==> src/rtl/audio_test_tone_source.sv <==
// Stereo PCM test-tone source: fractional sample-rate generator, square/triangle/sawtooth
// phase-accumulator synthesis, and a small frame FIFO drained over a valid/ready stream.
module audio_test_tone_source #(
  parameter int unsigned CLOCK_HZ    = 74250000,
  parameter int unsigned SAMPLE_RATE = 48000,
  parameter int unsigned FIFO_DEPTH  = 4
) (
  input  logic        clock,
  input  logic        reset,
  input  logic        enable,
  input  logic [23:0] phaseStep,
  input  logic [1:0]  waveform,
  input  logic [3:0]  attenuation,
  input  logic        rightInvert,
  input  logic        clearOverflow,
  output logic        sampleTick,
  output logic        outValid,
  input  logic        outReady,
  output logic [15:0] outLeft,
  output logic [15:0] outRight,
  output logic        outBlockStart,
  output logic        overflow
);

  localparam int PTR_W = $clog2(FIFO_DEPTH);
  localparam logic [32:0] CLK_W  = 33'(CLOCK_HZ);
  localparam logic [32:0] RATE_W = 33'(SAMPLE_RATE);
  localparam logic [PTR_W:0] DEPTH_W = (PTR_W + 1)'(FIFO_DEPTH);

  typedef enum logic [1:0] {
    WAVE_SQUARE   = 2'd0,
    WAVE_TRIANGLE = 2'd1,
    WAVE_SAWTOOTH = 2'd2,
    WAVE_SILENCE  = 2'd3
  } wave_e;

  typedef struct packed {
    logic [15:0] left;
    logic [15:0] right;
    logic        block_start;
  } frame_t;

  // Rate generator: adding SAMPLE_RATE and wrapping at CLOCK_HZ gives exactly
  // SAMPLE_RATE ticks per CLOCK_HZ cycles with no accumulated drift.
  logic [31:0] rate_acc;
  logic [32:0] rate_sum;
  logic        tick;

  always_comb begin
    rate_sum = {1'b0, rate_acc} + RATE_W;
    tick     = (rate_sum >= CLK_W);
  end

  // NOTE: sequential state uses non-blocking assignments so every register samples pre-edge values.
  always_ff @(posedge clock) begin
    if (reset)     rate_acc <= '0;
    else if (tick) rate_acc <= 32'(rate_sum - CLK_W);
    else           rate_acc <= rate_sum[31:0];
  end

  assign sampleTick = tick;

  // Tone synthesis from the top 16 bits of the phase accumulator.
  logic [23:0] phase;
  logic [15:0] p;
  logic [14:0] tri_mag;
  logic [15:0] raw;
  logic [15:0] left_s;
  logic [15:0] right_s;

  // NOTE: every combinationally driven signal gets a default first so no latch can be inferred.
  always_comb begin
    p       = phase[23:8];
    tri_mag = p[15] ? ~p[14:0] : p[14:0];
    raw     = '0;
    case (wave_e'(waveform))
      WAVE_SQUARE:   raw = p[15] ? 16'h8001 : 16'h7FFF;
      WAVE_TRIANGLE: raw = {tri_mag, 1'b0} ^ 16'h8000;
      WAVE_SAWTOOTH: raw = p ^ 16'h8000;
      default:       raw = '0;
    endcase
    left_s = 16'($signed(raw) >>> attenuation);
    if (!rightInvert)            right_s = left_s;
    else if (left_s == 16'h8000) right_s = 16'h7FFF;
    else                         right_s = 16'(-$signed(left_s));
  end

  always_ff @(posedge clock) begin
    if (reset)       phase <= '0;
    else if (!enable) phase <= '0;
    else if (tick)   phase <= phase + phaseStep;
  end

  // One-frame staging register: the frame computed on a tick is pushed on the next cycle.
  logic        pend_valid;
  logic [15:0] pend_left;
  logic [15:0] pend_right;

  always_ff @(posedge clock) begin
    if (reset) begin
      pend_valid <= 1'b0;
      pend_left  <= '0;
      pend_right <= '0;
    end else begin
      pend_valid <= tick & enable;
      if (tick & enable) begin
        pend_left  <= left_s;
        pend_right <= right_s;
      end
    end
  end

  // Frame FIFO.
  frame_t           mem [FIFO_DEPTH];
  frame_t           head;
  logic [PTR_W-1:0] wr_ptr;
  logic [PTR_W-1:0] rd_ptr;
  logic [PTR_W:0]   count;
  logic [7:0]       frame_index;
  logic             empty;
  logic             full;
  logic             pop;
  logic             push;
  logic             drop;

  always_comb begin
    empty = (count == '0);
    full  = (count == DEPTH_W);
    pop   = !empty && outReady;
    // A pop in the same cycle frees the slot, so a full FIFO can still accept.
    push  = pend_valid && (!full || pop);
    drop  = pend_valid && full && !pop;
  end

  always_ff @(posedge clock) begin
    if (reset) begin
      wr_ptr      <= '0;
      rd_ptr      <= '0;
      count       <= '0;
      frame_index <= '0;
      overflow    <= 1'b0;
    end else begin
      if (push) begin
        wr_ptr      <= wr_ptr + 1'b1;
        frame_index <= (frame_index == 8'd191) ? 8'd0 : frame_index + 8'd1;
      end
      if (pop) rd_ptr <= rd_ptr + 1'b1;
      case ({push, pop})
        2'b10:   count <= count + 1'b1;
        2'b01:   count <= count - 1'b1;
        default: count <= count;
      endcase
      if (drop)               overflow <= 1'b1;
      else if (clearOverflow) overflow <= 1'b0;
    end
  end

  // NOTE: frame storage is deliberately not reset; outputs are forced to zero while empty instead.
  always_ff @(posedge clock) begin
    if (push) mem[wr_ptr] <= '{left: pend_left, right: pend_right, block_start: (frame_index == 8'd0)};
  end

  always_comb begin
    head          = mem[rd_ptr];
    outValid      = !empty;
    outLeft       = empty ? 16'h0000 : head.left;
    outRight      = empty ? 16'h0000 : head.right;
    outBlockStart = !empty && head.block_start;
  end

endmodule

==> config.mk <==
export PLATFORM = sky130hd
export DESIGN_NAME = audio_test_tone_source
export DESIGN_NICKNAME = d
export VERILOG_FILES = /design/src/rtl/audio_test_tone_source.sv
export SDC_FILE = /design/constraint.sdc
export NUM_CORES = 1
export LEC_CHECK = 0
export ABC_CLOCK_PERIOD_IN_PS = 5000
export CORE_UTILIZATION = 60
export DETAILED_ROUTE_END_ITERATION = 10
export PLACE_DENSITY = 0.8
export SYNTH_ARGS = -nofsm -noshare
export SYNTH_HDL_FRONTEND = slang
export SYNTH_SLANG_ARGS = --single-unit
==> constraint.sdc <==
create_clock -name clock -period 5 [get_ports clock]
set_input_delay 1.25 -clock clock [delete_from_list [all_inputs] [get_ports clock]]
set_output_delay 1.25 -clock clock [all_outputs]
set_load 0.05 [all_outputs]
; After elaboration in Yosys (flattened, before gate mapping)
; Memory sizes are Yosys's and may differ from the RTL's. A register that Yosys moved wholly into a read port is not among the register bits.
; Index checks and enable logic that the tools add are counted.
[totals]
register_bits = 105
input_bits = 36
word_cells = 65
out_inout_bits = 36
memories = 1
ramBits = 132
[op_classes]
n_eq_ne = 7
n_lt_le_gt_ge = 1
addsub = 9
n_mux = 16
reduce_logical = 15
n_shift = 1
bitwise_logic = 5
[mem_list]
columns = memory, depth, word_bits, read_ports, rd_ports_with_merged_regs, wr, line
row1 = mem, 4, 33, 1, 1, 1, 114  ; frame_t mem [FIFO_DEPTH];
[ops]
columns = cell, n
row1 = $mux W16, 5
row2 = $pmux W16 S3, 1
row3 = $add A32 B16 Y33 const B, 1
row4 = $ge A33 B27 Y1 const B, 1
row5 = $mux W32, 1
row6 = $sub A32 B27 Y32 const B, 1
row7 = $add A24 B24 Y24, 1
row8 = $eq A16 B16 Y1 const B, 1
row9 = $neg A16 Y16, 1
row10 = $sshr A16 B4 Y16, 1
row11 = $mux W15, 1
row12 = $not A15 Y15, 1
row13 = $add A8 B1 Y8 const B, 1
row14 = $eq A8 B8 Y1 const B, 1
row15 = $logic_not A8 Y1, 1
row16 = $mux W8, 1
row17 = $pmux W3 S2, 1
row18 = $logic_and A1 B1 Y1, 5
row19 = $add A2 B1 Y2 const B, 2
row20 = $eq A2 B1 Y1 const B, 2
row21 = $eq A2 B2 Y1 const B, 2
row22 = $mux W1, 4
row23 = $mux W2, 2
row24 = $reduce_bool A2 Y1, 2
row25 = other kinds (10), 14

; Logic depth before layout (Yosys ltp)
[depth]
ltp_word = 8
mapped_depth = 17
mapped_depth_nobuf = 13

; Least setup slack after synthesis
; No wires, ideal clock.
[synth_timing]
path_kind = register to output
from = reg rate_acc[7]
to = out sampleTick
stages_incl_launch_ff = 16
arrival_ns = 3.777
path_slack_ns = -0.027
path_buffers = 5
cell_sequence = dfxtp_1 -> clkbuf_1 -> inv_1 -> ha_1 -> clkbuf_1 -> nor2b_1 -> o21ai_1 -> nand3_1 -> a211oi_1 -> o211ai_1 -> or3_1 -> and3_1 -> inv_1 -> buf_2 -> buf_2 -> buf_1
[synth_between]
elab_chain_len = 2
[synth_lines]
columns = item, line
row1 = start: declaration, 45  ; logic [31:0] rate_acc;
row2 = start signal: assignment, 57  ; else if (tick) rate_acc <= 32'(rate_sum - CLK_W);
row3 = start signal: assignment, 58  ; else rate_acc <= rate_sum[31:0];
row4 = $add A32 B16 Y33, 50  ; rate_sum = {1'b0, rate_acc} + RATE_W;
row5 = $ge A33 B27 Y1, 51  ; tick = (rate_sum >= CLK_W);
row6 = end: declaration, 16  ; output logic sampleTick,
; No other way between the ends.

; Worst setup path in the final report
; Ends and elaborated chain as after synthesis.

==> flow_metrics.tcl <==
set metrics [dict create \
    grt_use_met3 0.0324 \
    grt_overflow 0 \
    maxSlewViolCount 0 \
    synth_nets 1313 \
    max-slew-margin-rel 0.233 \
    clock_sink_count 235 \
    power.net_switching_w 0.00340 \
    layout.cells.most_common "nor2_1" \
    groute.layer.met1.usage 0.336 \
    critical_path_depth 12 \
    syn_to_final_growth_pct 15.7 \
    insertion_delay_ps 510 \
    die_w_um 149 \
    power-per-cell-area_nw_per_um2 570 \
    crit_chain "inv_1, ha_1, buf_4, or4b_2, a21oi_1, a2111oi_0, nor3_1, o221ai_1, a21o_1, and3_1, inv_1, buf_4" \
    r2r_setup_slack_ps 750 \
    fraction_of_layout_cells_with_a_size_suffix_above_1 0.136 \
    die-area_um2 22300 \
    clock_tree.buffer_depth 3 \
    power_report.internal_total_w 0.00520 \
    cts_stage_hold_buffer_count 0 \
    fillCellCount 1445 \
    dp_hpwl_um 19000 \
    synth_top_area_frac 0.304 \
    timing_worst_slew_pin_value_ps 1150 \
    timing.reg2reg.worst_path_depth 15 \
    first_pass_iters 5 \
    drcViolationCount 0 \
    synth.distinct_cells 80 \
    gr-max-usage-layer "met2" \
    routed_via_count 9880 \
    power_frac_clock 0.210 \
    tritoncts "built" \
    io-pin-count 72 \
    clock_skew_ps 9.94 \
    per_cell_routed_wire_length_um 17.4 \
    cp_slowest_stage_delay_ps 610 \
    outcome "finished clean" \
    gr-usage-all-layers 0.260 \
    antenna_found_initial 0 \
    final_min_period_over_clock_period 0.965 \
    timing.critical_path.max_delay_family "simple AND/OR/NAND/NOR gates" \
    grt_pass1_wl_um 46800 \
    post_cts_setup_driven_buffer_insertion_count 0 \
    totalNegativeSetupSlack_ps 0 \
    finalHoldViolations 0 \
    p_total_w 0.00860 \
    main_synth_ff_type "edfxtp_1" \
    first_global_vias 9565 \
    cts_buffers 24 \
    clock_pin_slew_on_the_worst_setup_and_hold_paths_ps 70 \
    critical_path.endpoint_type "output pin" \
    finalWorstPathRequiredPeriod_ps 4820 \
    critical_path_buf_inv_count 4 \
    io_buffer_count 71 \
    share_comb_of_total_power 0.454 \
    globalRouteMet2Util 0.453 \
    synth-seq-area-share 0.462 \
    timing.critical_path.fanout_max 9 \
    mostFrequentLayoutCells "nor2_1, edfxtp_1, dfxtp_1" \
    syn_area_per_cell_um2 10.5 \
    htree_levels 1 \
    setup_viol 0 \
    largest_net_degree_at_the_start_of_global_routing 55 \
    floorplan.rows 53 \
    sw_frac_of_total 0.395 \
    start_util 0.616 \
    synth_edf_count 132 \
    cp.arrival_ps 3570 \
    dominant_cells_by_area_after_synthesis "edfxtp_1, dfxtp_1, mux4_2" \
    num_antenna_cells 0 \
    crit_path_top_delay_cell "or4b_2" \
    net_total_in_the_final_layout 1397 \
    cap_viol_max_count 0 \
    ys_seq_elements 235 \
    place.gp.congestion 0.931 \
    core_region_area_um2 21200 \
    ys_warn_count 0 \
    die_h_um 149 \
    holdWs_ps 496 \
    start_kind "flip-flop" \
    class_of_the_most_critical_hold_timing_path "reg2reg" \
    ctsRootBufferMaster "clkbuf_16" \
    seqPwrFrac 0.337 \
    worstHoldPathCells 2 \
    highest_attainable_clock_frequency_ghz 0.207 \
    synth_top_cell_by_area "edfxtp_1" \
    async_set_reset_flop_share_out_of_synthesis 0 \
    synthCells 1240 \
    totalWireLength_um 28200 \
    critPathKind "reg2out" \
    crit_required_ps 3750 \
    p_leak_nw 5.53 \
    final_antenna_net_count 0 \
    peak_supply_drop_mv 0.333 \
    via_per_inst 6.11 \
    mappedNetlistArea_um2 13000 \
    initialDrtViolationCount 829 \
]
stage by stage:
stage | setup WS, ps | std cells | cell area (um2) | util
after floorplan | 272 | 1240 | 13000 | -
after global placement | -95.7 | 1573 | 14300 | 0.674
after detailed placement | -127 | 1573 | 14300 | 0.674
after CTS | 54.1 | 1617 | 15100 | 0.712
after global routing | -0.0746 | 1617 | 15100 | 0.713
final | 176 | 1617 | 15100 | 0.713
power by group through the flow:
stage               Combinational, W  Clock [W]  Sequential [W]
floorplan                    0.00301          0         0.00268
global placement             0.00377          0         0.00289
detailed placement           0.00385          0         0.00292
CTS                          0.00389    0.00182         0.00289
global route                 0.00427    0.00191         0.00295
finish                       0.00390    0.00180         0.00289
synth_stat cells, drive strengths merged (15+ instances only):
| cell type | count |
|---|---|
| nor2 | 142 |
| edfxtp | 132 |
| dfxtp | 103 |
| inv | 43 |
| a211oi | 27 |
| nand3 | 17 |
| and2 | 43 |
| a21oi | 54 |
| nand2 | 82 |
| ha | 35 |
| mux4 | 45 |
| clkbuf | 64 |
| nand2b | 35 |
| nor3 | 30 |
| o21ai | 44 |
| xnor2 | 45 |
| nor2b | 15 |
| xor2 | 33 |
state kept, by name, summed over array words and instances, names as in the netlist, named ones only:
signal       count
mem            132
count            3
rd_ptr           2
rate_acc        28
pend_left       16
pend_right      16
frame_index      8
overflow         1
wr_ptr           2
pend_valid       1
phase           24
area by class of cell:
class / count / area (um2) / area share
multi-input combinational: 886 / 6560 / 0.435
sequential: 235 / 6030 / 0.400
timing repair buffer: 134 / 1190 / 0.0788
clock buffer: 33 / 666 / 0.0441
tap: 275 / 344 / 0.0228
inverter: 43 / 161 / 0.0107
clock inverter: 11 / 136 / 0.00904
what timing repair did:
action,in CTS,in global routing
resized for setup,0,5
hold endpoints to repair,0,0
setup endpoints to repair,0,1
path summary, 6_finish.rpt:
check | startpoint | to
min reg2reg | phase[0] | phase[0]
max reg2reg | rate_acc[7] | pend_right[15]
max | rate_acc[7] | sampleTick
min | phase[0] | phase[0]
per-layer routing:
metal / vias to the layer above / share of wire / routed length (um)
li1: 4788 / - / -
met1: 4726 / 0.43 / 12000
met2: 296 / 0.50 / 14100
met4: 0 / 0.025 / 714
met3: 70 / 0.048 / 1370
met5: - / 0 / 0
worst reg2reg max path, cell delays in order (launching register included):
cell	delay, ps
dfxtp_1	330
inv_1	70
ha_1	210
buf_4	180
or4b_2	610
a21oi_1	180
a2111oi_0	120
nor3_1	340
o221ai_1	270
a21o_1	210
and3_1	200
inv_1	140
buf_4	500
o311a_4	480
inv_1	90
o31ai_1	230
cells by family (layout without fill, tap and decap cells):
| kind of cell | count (synthesis) | after routing | synth area share |
|---|---|---|---|
| simple gates | 455 | 455 | 0.182 |
| compound gates | 256 | 256 | 0.141 |
| flops | 235 | 235 | 0.462 |
| buf+inv | 119 | 221 | 0.0356 |
| xor+xnor | 78 | 78 | 0.0524 |
| mux | 60 | 60 | 0.0899 |
| fa+ha+maj | 37 | 37 | 0.0367 |
Note: power is estimated with default switching activity, not from simulation.
